--- src/rtl/md5_block_engine_if.sv ---
// Block-in / digest-out handshake bundle for the MD5 block engine.
interface md5_block_engine_if;
    logic         in_valid;
    logic         in_ready;
    logic         in_first;
    logic [511:0] data_in;
    logic         out_valid;
    logic         out_ready;
    logic [127:0] hash;

    // Upstream padder / downstream consumer side
    modport master (
        output in_valid, in_first, data_in, out_ready,
        input  in_ready, out_valid, hash
    );

    // Engine side
    modport slave (
        input  in_valid, in_first, data_in, out_ready,
        output in_ready, out_valid, hash
    );
endinterface

--- src/rtl/md5_block_engine.sv ---
// MD5 compression engine: one padded 512-bit block per transaction, STEPS_PER_CYCLE
// steps per clock, chaining value kept internally across blocks of a message.
module md5_block_engine #(
    parameter int unsigned STEPS_PER_CYCLE = 1,
    parameter int unsigned CNT_W           = 32
) (
    input  logic                 clk,
    input  logic                 reset,
    input  logic                 abort,
    md5_block_engine_if.slave    bus,
    output logic                 busy,
    output logic [CNT_W-1:0]     blk_count
);

    if (STEPS_PER_CYCLE != 1 && STEPS_PER_CYCLE != 2 && STEPS_PER_CYCLE != 4 &&
        STEPS_PER_CYCLE != 8 && STEPS_PER_CYCLE != 16) begin : g_bad_spc
        $error("md5_block_engine: STEPS_PER_CYCLE must be 1, 2, 4, 8 or 16");
    end

    // Working state is packed {a, b, c, d}
    localparam logic [127:0] Iv = {32'h67452301, 32'hefcdab89, 32'h98badcfe, 32'h10325476};

    localparam logic [5:0] StepInc  = 6'(STEPS_PER_CYCLE);
    localparam logic [5:0] LastStep = 6'(64 - STEPS_PER_CYCLE);

    localparam logic [31:0] KTable [64] = '{
        32'hd76aa478, 32'he8c7b756, 32'h242070db, 32'hc1bdceee,
        32'hf57c0faf, 32'h4787c62a, 32'ha8304613, 32'hfd469501,
        32'h698098d8, 32'h8b44f7af, 32'hffff5bb1, 32'h895cd7be,
        32'h6b901122, 32'hfd987193, 32'ha679438e, 32'h49b40821,
        32'hf61e2562, 32'hc040b340, 32'h265e5a51, 32'he9b6c7aa,
        32'hd62f105d, 32'h02441453, 32'hd8a1e681, 32'he7d3fbc8,
        32'h21e1cde6, 32'hc33707d6, 32'hf4d50d87, 32'h455a14ed,
        32'ha9e3e905, 32'hfcefa3f8, 32'h676f02d9, 32'h8d2a4c8a,
        32'hfffa3942, 32'h8771f681, 32'h6d9d6122, 32'hfde5380c,
        32'ha4beea44, 32'h4bdecfa9, 32'hf6bb4b60, 32'hbebfbc70,
        32'h289b7ec6, 32'heaa127fa, 32'hd4ef3085, 32'h04881d05,
        32'hd9d4d039, 32'he6db99e5, 32'h1fa27cf8, 32'hc4ac5665,
        32'hf4292244, 32'h432aff97, 32'hab9423a7, 32'hfc93a039,
        32'h655b59c3, 32'h8f0ccc92, 32'hffeff47d, 32'h85845dd1,
        32'h6fa87e4f, 32'hfe2ce6e0, 32'ha3014314, 32'h4e0811a1,
        32'hf7537e82, 32'hbd3af235, 32'h2ad7d2bb, 32'heb86d391
    };

    // Indexed by {round, step mod 4}
    localparam logic [4:0] ShiftTable [16] = '{
        5'd7, 5'd12, 5'd17, 5'd22,
        5'd5, 5'd9,  5'd14, 5'd20,
        5'd4, 5'd11, 5'd16, 5'd23,
        5'd6, 5'd10, 5'd15, 5'd21
    };

    typedef enum logic [1:0] {StIdle, StRun, StDone} state_e;

    function automatic logic [31:0] bswap32(input logic [31:0] x);
        return {x[7:0], x[15:8], x[23:16], x[31:24]};
    endfunction

    // One MD5 step on {a, b, c, d}; message words are little-endian within the block.
    function automatic logic [127:0] md5_step(input logic [127:0] st, input logic [5:0] i,
                                              input logic [511:0] blk);
        logic [31:0] a, b, c, d, f, t;
        logic [3:0]  g;
        logic [4:0]  s;
        logic [63:0] r;
        {a, b, c, d} = st;
        case (i[5:4])
            2'd0: begin f = (b & c) | (~b & d); g = i[3:0];                end
            2'd1: begin f = (d & b) | (~d & c); g = i[3:0] * 4'd5 + 4'd1;  end
            2'd2: begin f = b ^ c ^ d;          g = i[3:0] * 4'd3 + 4'd5;  end
            default: begin f = c ^ (b | ~d);    g = i[3:0] * 4'd7;         end
        endcase
        t = a + f + KTable[i] + bswap32(blk[9'd511 - {g, 5'd0} -: 32]);
        s = ShiftTable[{i[5:4], i[1:0]}];
        r = {t, t} << s;
        return {d, b + r[63:32], b, c};
    endfunction

    state_e             state_q, state_d;
    logic [127:0]       work_q, work_d;
    logic [127:0]       start_q, start_d;
    logic [127:0]       chain_q, chain_d;
    logic [511:0]       blk_q, blk_d;
    logic [5:0]         step_q, step_d;
    logic [127:0]       hash_q, hash_d;
    logic [CNT_W-1:0]   cnt_q, cnt_d;
    logic [127:0]       work_next;
    logic [127:0]       sum;

    // STEPS_PER_CYCLE chained steps on the working registers
    always_comb begin
        work_next = work_q;
        for (int unsigned k = 0; k < STEPS_PER_CYCLE; k++) begin
            work_next = md5_step(work_next, step_q + 6'(k), blk_q);
        end
        sum = {start_q[127:96] + work_next[127:96], start_q[95:64] + work_next[95:64],
               start_q[63:32]  + work_next[63:32],  start_q[31:0]  + work_next[31:0]};
    end

    // Next-state logic; abort overrides any handshake in the same cycle
    always_comb begin
        state_d = state_q;
        work_d  = work_q;
        start_d = start_q;
        chain_d = chain_q;
        blk_d   = blk_q;
        step_d  = step_q;
        hash_d  = hash_q;
        cnt_d   = cnt_q;
        case (state_q)
            StIdle: begin
                if (bus.in_valid) begin
                    blk_d   = bus.data_in;
                    work_d  = bus.in_first ? Iv : chain_q;
                    start_d = bus.in_first ? Iv : chain_q;
                    step_d  = '0;
                    if (bus.in_first) cnt_d = '0;
                    state_d = StRun;
                end
            end
            StRun: begin
                work_d = work_next;
                step_d = step_q + StepInc;
                if (step_q == LastStep) begin
                    chain_d = sum;
                    hash_d  = {bswap32(sum[127:96]), bswap32(sum[95:64]),
                               bswap32(sum[63:32]),  bswap32(sum[31:0])};
                    cnt_d   = cnt_q + CNT_W'(1);
                    state_d = StDone;
                end
            end
            StDone: begin
                if (bus.out_ready) state_d = StIdle;
            end
            default: state_d = StIdle;
        endcase
        if (abort) begin
            state_d = StIdle;
            chain_d = Iv;
            cnt_d   = '0;
        end
    end

    // State registers
    always_ff @(posedge clk or posedge reset) begin
        if (reset) begin
            state_q <= StIdle;
            work_q  <= '0;
            start_q <= '0;
            chain_q <= Iv;
            blk_q   <= '0;
            step_q  <= '0;
            hash_q  <= '0;
            cnt_q   <= '0;
        end else begin
            state_q <= state_d;
            work_q  <= work_d;
            start_q <= start_d;
            chain_q <= chain_d;
            blk_q   <= blk_d;
            step_q  <= step_d;
            hash_q  <= hash_d;
            cnt_q   <= cnt_d;
        end
    end

    assign bus.in_ready  = (state_q == StIdle);
    assign bus.out_valid = (state_q == StDone);
    assign bus.hash      = hash_q;
    assign busy          = (state_q != StIdle);
    assign blk_count     = cnt_q;

endmodule

--- src/flat_wrapper.sv ---
// flat-port wrapper written by rule: the top's interface ports become plain ports
module md5_block_engine_flat 
#(
    parameter int unsigned STEPS_PER_CYCLE = 1,
    parameter int unsigned CNT_W           = 32
)
  (clk, reset, abort, busy, blk_count, bus_in_valid, bus_in_first, bus_data_in, bus_out_ready, bus_in_ready, bus_out_valid, bus_hash);
  md5_block_engine_if bus_i ();
  input  logic clk;
  input  logic reset;
  input  logic abort;
  output logic busy;
  output logic [CNT_W-1:0] blk_count;
  input wire logic [$bits(bus_i.in_valid)-1:0] bus_in_valid;
  input wire logic [$bits(bus_i.in_first)-1:0] bus_in_first;
  input wire logic [$bits(bus_i.data_in)-1:0] bus_data_in;
  input wire logic [$bits(bus_i.out_ready)-1:0] bus_out_ready;
  output wire logic [$bits(bus_i.in_ready)-1:0] bus_in_ready;
  output wire logic [$bits(bus_i.out_valid)-1:0] bus_out_valid;
  output wire logic [$bits(bus_i.hash)-1:0] bus_hash;
  assign bus_i.in_valid = bus_in_valid;
  assign bus_i.in_first = bus_in_first;
  assign bus_i.data_in = bus_data_in;
  assign bus_i.out_ready = bus_out_ready;
  assign bus_in_ready = bus_i.in_ready;
  assign bus_out_valid = bus_i.out_valid;
  assign bus_hash = bus_i.hash;
  md5_block_engine #(.STEPS_PER_CYCLE(STEPS_PER_CYCLE), .CNT_W(CNT_W)) u_core (.clk(clk), .reset(reset), .abort(abort), .bus(bus_i), .busy(busy), .blk_count(blk_count));
endmodule
--- config.mk ---
export PLATFORM = sky130hd
export DESIGN_NAME = md5_block_engine_flat
export DESIGN_NICKNAME = d
export VERILOG_FILES = /design/src/rtl/md5_block_engine_if.sv /design/src/rtl/md5_block_engine.sv /design/src/flat_wrapper.sv
export SDC_FILE = /design/constraint.sdc
export NUM_CORES = 2
export LEC_CHECK = 0
export CORE_ASPECT_RATIO = 0.7
export CORE_MARGIN = 3
export CORE_UTILIZATION = 30
export CTS_CLUSTER_SIZE = 10
export DETAILED_ROUTE_END_ITERATION = 12
export GPL_ROUTABILITY_DRIVEN = 0
export PLACE_DENSITY = 0.51
export RECOVER_POWER = 25
export SLEW_MARGIN = 20
export SYNTH_ARGS = -nofsm -noshare
export SYNTH_HDL_FRONTEND = slang
export SYNTH_SLANG_ARGS = --single-unit
export TNS_END_PERCENT = 50
--- constraint.sdc ---
create_clock -name clk -period 49.4 [get_ports clk]
set_input_delay 9.88 -clock clk [delete_from_list [all_inputs] [get_ports clk]]
set_output_delay 9.88 -clock clk [all_outputs]
set_load 0.02 [all_outputs]
==> results.toml <==
[status]
outcome = "complete, but fails checks"
violations = "max-capacitance violations, max-slew violations"

[final_layout]
nets = 8296
fillCellCount = 20760
seqCellArea_mm2 = 0.02672
drive_above_1_share = 0.06531
syn_to_final_growth_pct = 21.30
design_area_mm2 = 0.07470
multi_input_area_mm2 = 0.03245
postLayoutCoreUtil = 0.3679

[timing]
min_period_ns = 17.43
finalSetupViolCount = 0
skew_ns = 0.03807
worst_slack_ns = 31.97
fmax_ghz = 0.05736
finalHoldViolCount = 0
rsz0062_at_grt = "no"
worstMarginPinSlew_ns = 8.073
min_period_over_period = 0.3529
fin_setup_tns_ns = 0
finalMaxSlewViolations = 1183
slew_headroom = -4.382

[global_routing]
antenna_found_initial = 23
grt_start_max_net_pins = 213
grt_util_all_layers = 0.2314
grt-ovfl-total = 0
grt_pass1_vias = 52920
grt_pass1_wl_um = 365300

[route]
via_per_inst = 5.286
wl_per_cell_um = 24.29
wirelength_um = 250500
vias = 54510
antenna_left = 0
drt_pass1_iterations = 8
dr.first_iter.drc_count = 6028
drc = 0

[floorplan]
rows = 138
die_h_um = 385.1
dieArea_mm2 = 0.2108
core_mm2 = 0.2031
io-pin-count = 681
start_util = 0.3033
die_w_um = 547.5

[clock_tree]
ctsHoldBuffers = 0
cts_tree = "built"
cts_root_buffer = "clkbuf_16"
cts.clk_slew.worst_paths_ns = 0.06
cts.repair.resized = 0
post_cts_buffers = 0
cts_buffers = 130
clk_latency_ns = 0.79
htreeDepth = 4
cts_num_sinks = 1064
clock_path_buffers = 3

[synth]
synth_seq_cells = 1064
synth.avg_cell_area_um2 = 8.757
netlist_area_mm2 = 0.06158
synthArstFlopShare = 1.000
synthFlopType = "dfrtp_1"
synthesis.instances = 7032
ys_types = 78
syn_nets = 7838
synth_edf_count = 0
yosysSeqAreaShare = 0.4337
yosysWarnings = 0

[place]
hpwlAfterDp_um = 185100
io_buffers = 680
place_area_mm2 = 0.07094
pre_cts_ws_ns = 34.60

[run]
drv_cap = 20

[critical_path]
cpMostUsedCell = "buf_4"
cp-end-kind = "async pin"
max_stage_delay_ns = 2.64
cp_top_family = "buffers and inverters"
cp_data_arrival_time_ns = 18.10
crit_required_ns = 50.06
slowest_stage = "clkinvlp_2"
critical_path_buf_inv_count = 6
r2r_start = "u_core.step_q[2]$_DFFE_PP0P_"
path_cells = "dlygate4sd3_1 > clkinvlp_2 > clkbuf_1 > buf_4 > buf_4 > buf_4"
start_kind = "input port"
critPathMaxFanout = 98
crit_type = "input port to async pin"
crit_start = "reset"

[hold_path]
worstHoldStart = "u_core.blk_q[47]$_DFFE_PP0P_"
worstHoldPathType = "register to register"
[placed cells by master (no fill, tap or decap), types with 92 or more instances in the layout]
master           instances
a21o_1                 147
mux4_2                 138
nor2_1                 399
o21ai_0                259
ha_1                   219
dfrtp_1                996
xnor2_1                171
mux2i_1                 92
nand2_1               2285
clkbuf_16              133
inv_1                  230
clkdlybuf4s50_1        675
a21oi_1                486
[metrics by stage]
| stage | std cells | hold WS (ns) |
|---|---|---|
| 2_1_floorplan | 7032 | 0.4403 |
| 3_3_place_gp | 10090 | 0.4527 |
| 3_5_place_dp | 10090 | 0.4571 |
| 4_1_cts | 10290 | 0.4715 |
| 5_1_grt | 10310 | 0.4831 |
| 6_report | 10310 | 0.4685 |
[metal layers]
metal	vias to the layer above	track usage	share of wire
met2	2021	0.3394	0.43
met4	2	0.08016	0.036
met5	-	0	0.000048
li1	24850	-	-
met1	27260	0.3332	0.46
met3	377	0.05216	0.079
[final cells by class]
type | count | share of cell area
multi-input cells | 5303 | 0.4344
flip-flops and latches | 1064 | 0.3577
repair buffers | 755 | 0.09879
clock buffers | 188 | 0.04839
well taps | 2730 | 0.04573
inverters | 236 | 0.01188
clock inverters | 18 | 0.002579
diodes | 17 | 0.0005695
[flip-flops by register name (all words and copies together), names as in the netlist]
signal / count
u_core.blk_count: 32
u_core.blk_q: 512
u_core.work_q: 128
u_core.step_q: 6
u_core.bus.hash: 128
u_core.start_q: 128
u_core.chain_q: 128
u_core.state_q: 2
[kinds of logic after synthesis]
| kind of cell | synth area share |
|---|---|
| buffers and inverters | 0.04082 |
| xor gates and xnor gates | 0.03600 |
| and+or+nand+nor | 0.1996 |
| AOI/OAI and AO/OA | 0.1521 |
| DFF | 0.4337 |
| muxes | 0.07091 |
| adders and majority gates | 0.06693 |
[final timing paths]
check,endpoint,slack (ns),depth (start not counted)
worst max-delay path,u_core.step_q[4]$_DFFE_PP0P_,31.97,6
worst min-delay path,u_core.blk_q[47]$_DFFE_PP0P_,0.47,2
worst max register to register,u_core.chain_q[95]$_DFFE_PP1P_,34.50,45
worst min register to register,u_core.blk_q[47]$_DFFE_PP0P_,0.47,2
max in group clk,u_core.blk_q[88]$_DFFE_PP0P_,32.29,8
min in group asynchronous,u_core.blk_q[429]$_DFFE_PP0P_,11.02,2
[worst reg2reg max path: cells and delay by family, from the launching register on]
family | cells | cell delay (ns)
compound gates | 22 | 5.50
fa+ha+maj | 7 | 2.96
xor+xnor | 3 | 1.18
simple gates | 2 | 0.22
mux | 5 | 2.26
buf+inv | 6 | 1.73
flops | 1 | 0.94
[cells in the mapped netlist, drive strengths merged, types with 17 or more instances]
| library cell | count | area [um^2] |
|---|---|---|
| mux4 | 139 | 3131 |
| a211o | 24 | 210.2 |
| dfrtp | 1000 | 25020 |
| a211oi | 63 | 473.0 |
| ha | 219 | 2740 |
| xnor2 | 174 | 1531 |
| a31oi | 71 | 444.2 |
| a221o | 90 | 900.9 |
| a311oi | 19 | 166.4 |
| mux2 | 28 | 315.3 |
| xor2 | 73 | 639.4 |
| nand3 | 69 | 345.3 |
| and3 | 31 | 193.9 |
| inv | 236 | 885.9 |
| nor2b | 81 | 506.7 |
| nor2 | 401 | 1505 |
| clkbuf | 358 | 1344 |
| o21bai | 17 | 127.6 |
| buf | 71 | 284.0 |
| nand2 | 2286 | 8581 |
| o211ai | 24 | 180.2 |
| nor3 | 68 | 340.3 |
| a21o | 147 | 1104 |
| fa | 69 | 1381 |
| o21ai | 264 | 1321 |
| a22o | 48 | 420.4 |
| dfstp | 64 | 1682 |
| nand2b | 26 | 162.7 |
| o21a | 29 | 217.7 |
| nand4 | 21 | 131.4 |
| mux2i | 92 | 920.9 |
| a22oi | 33 | 247.7 |
| a21oi | 486 | 2432 |
| or3 | 28 | 175.2 |
Power is not shown: default switching activity piles up to over one toggle a cycle in this logic, so the estimate is an artifact.
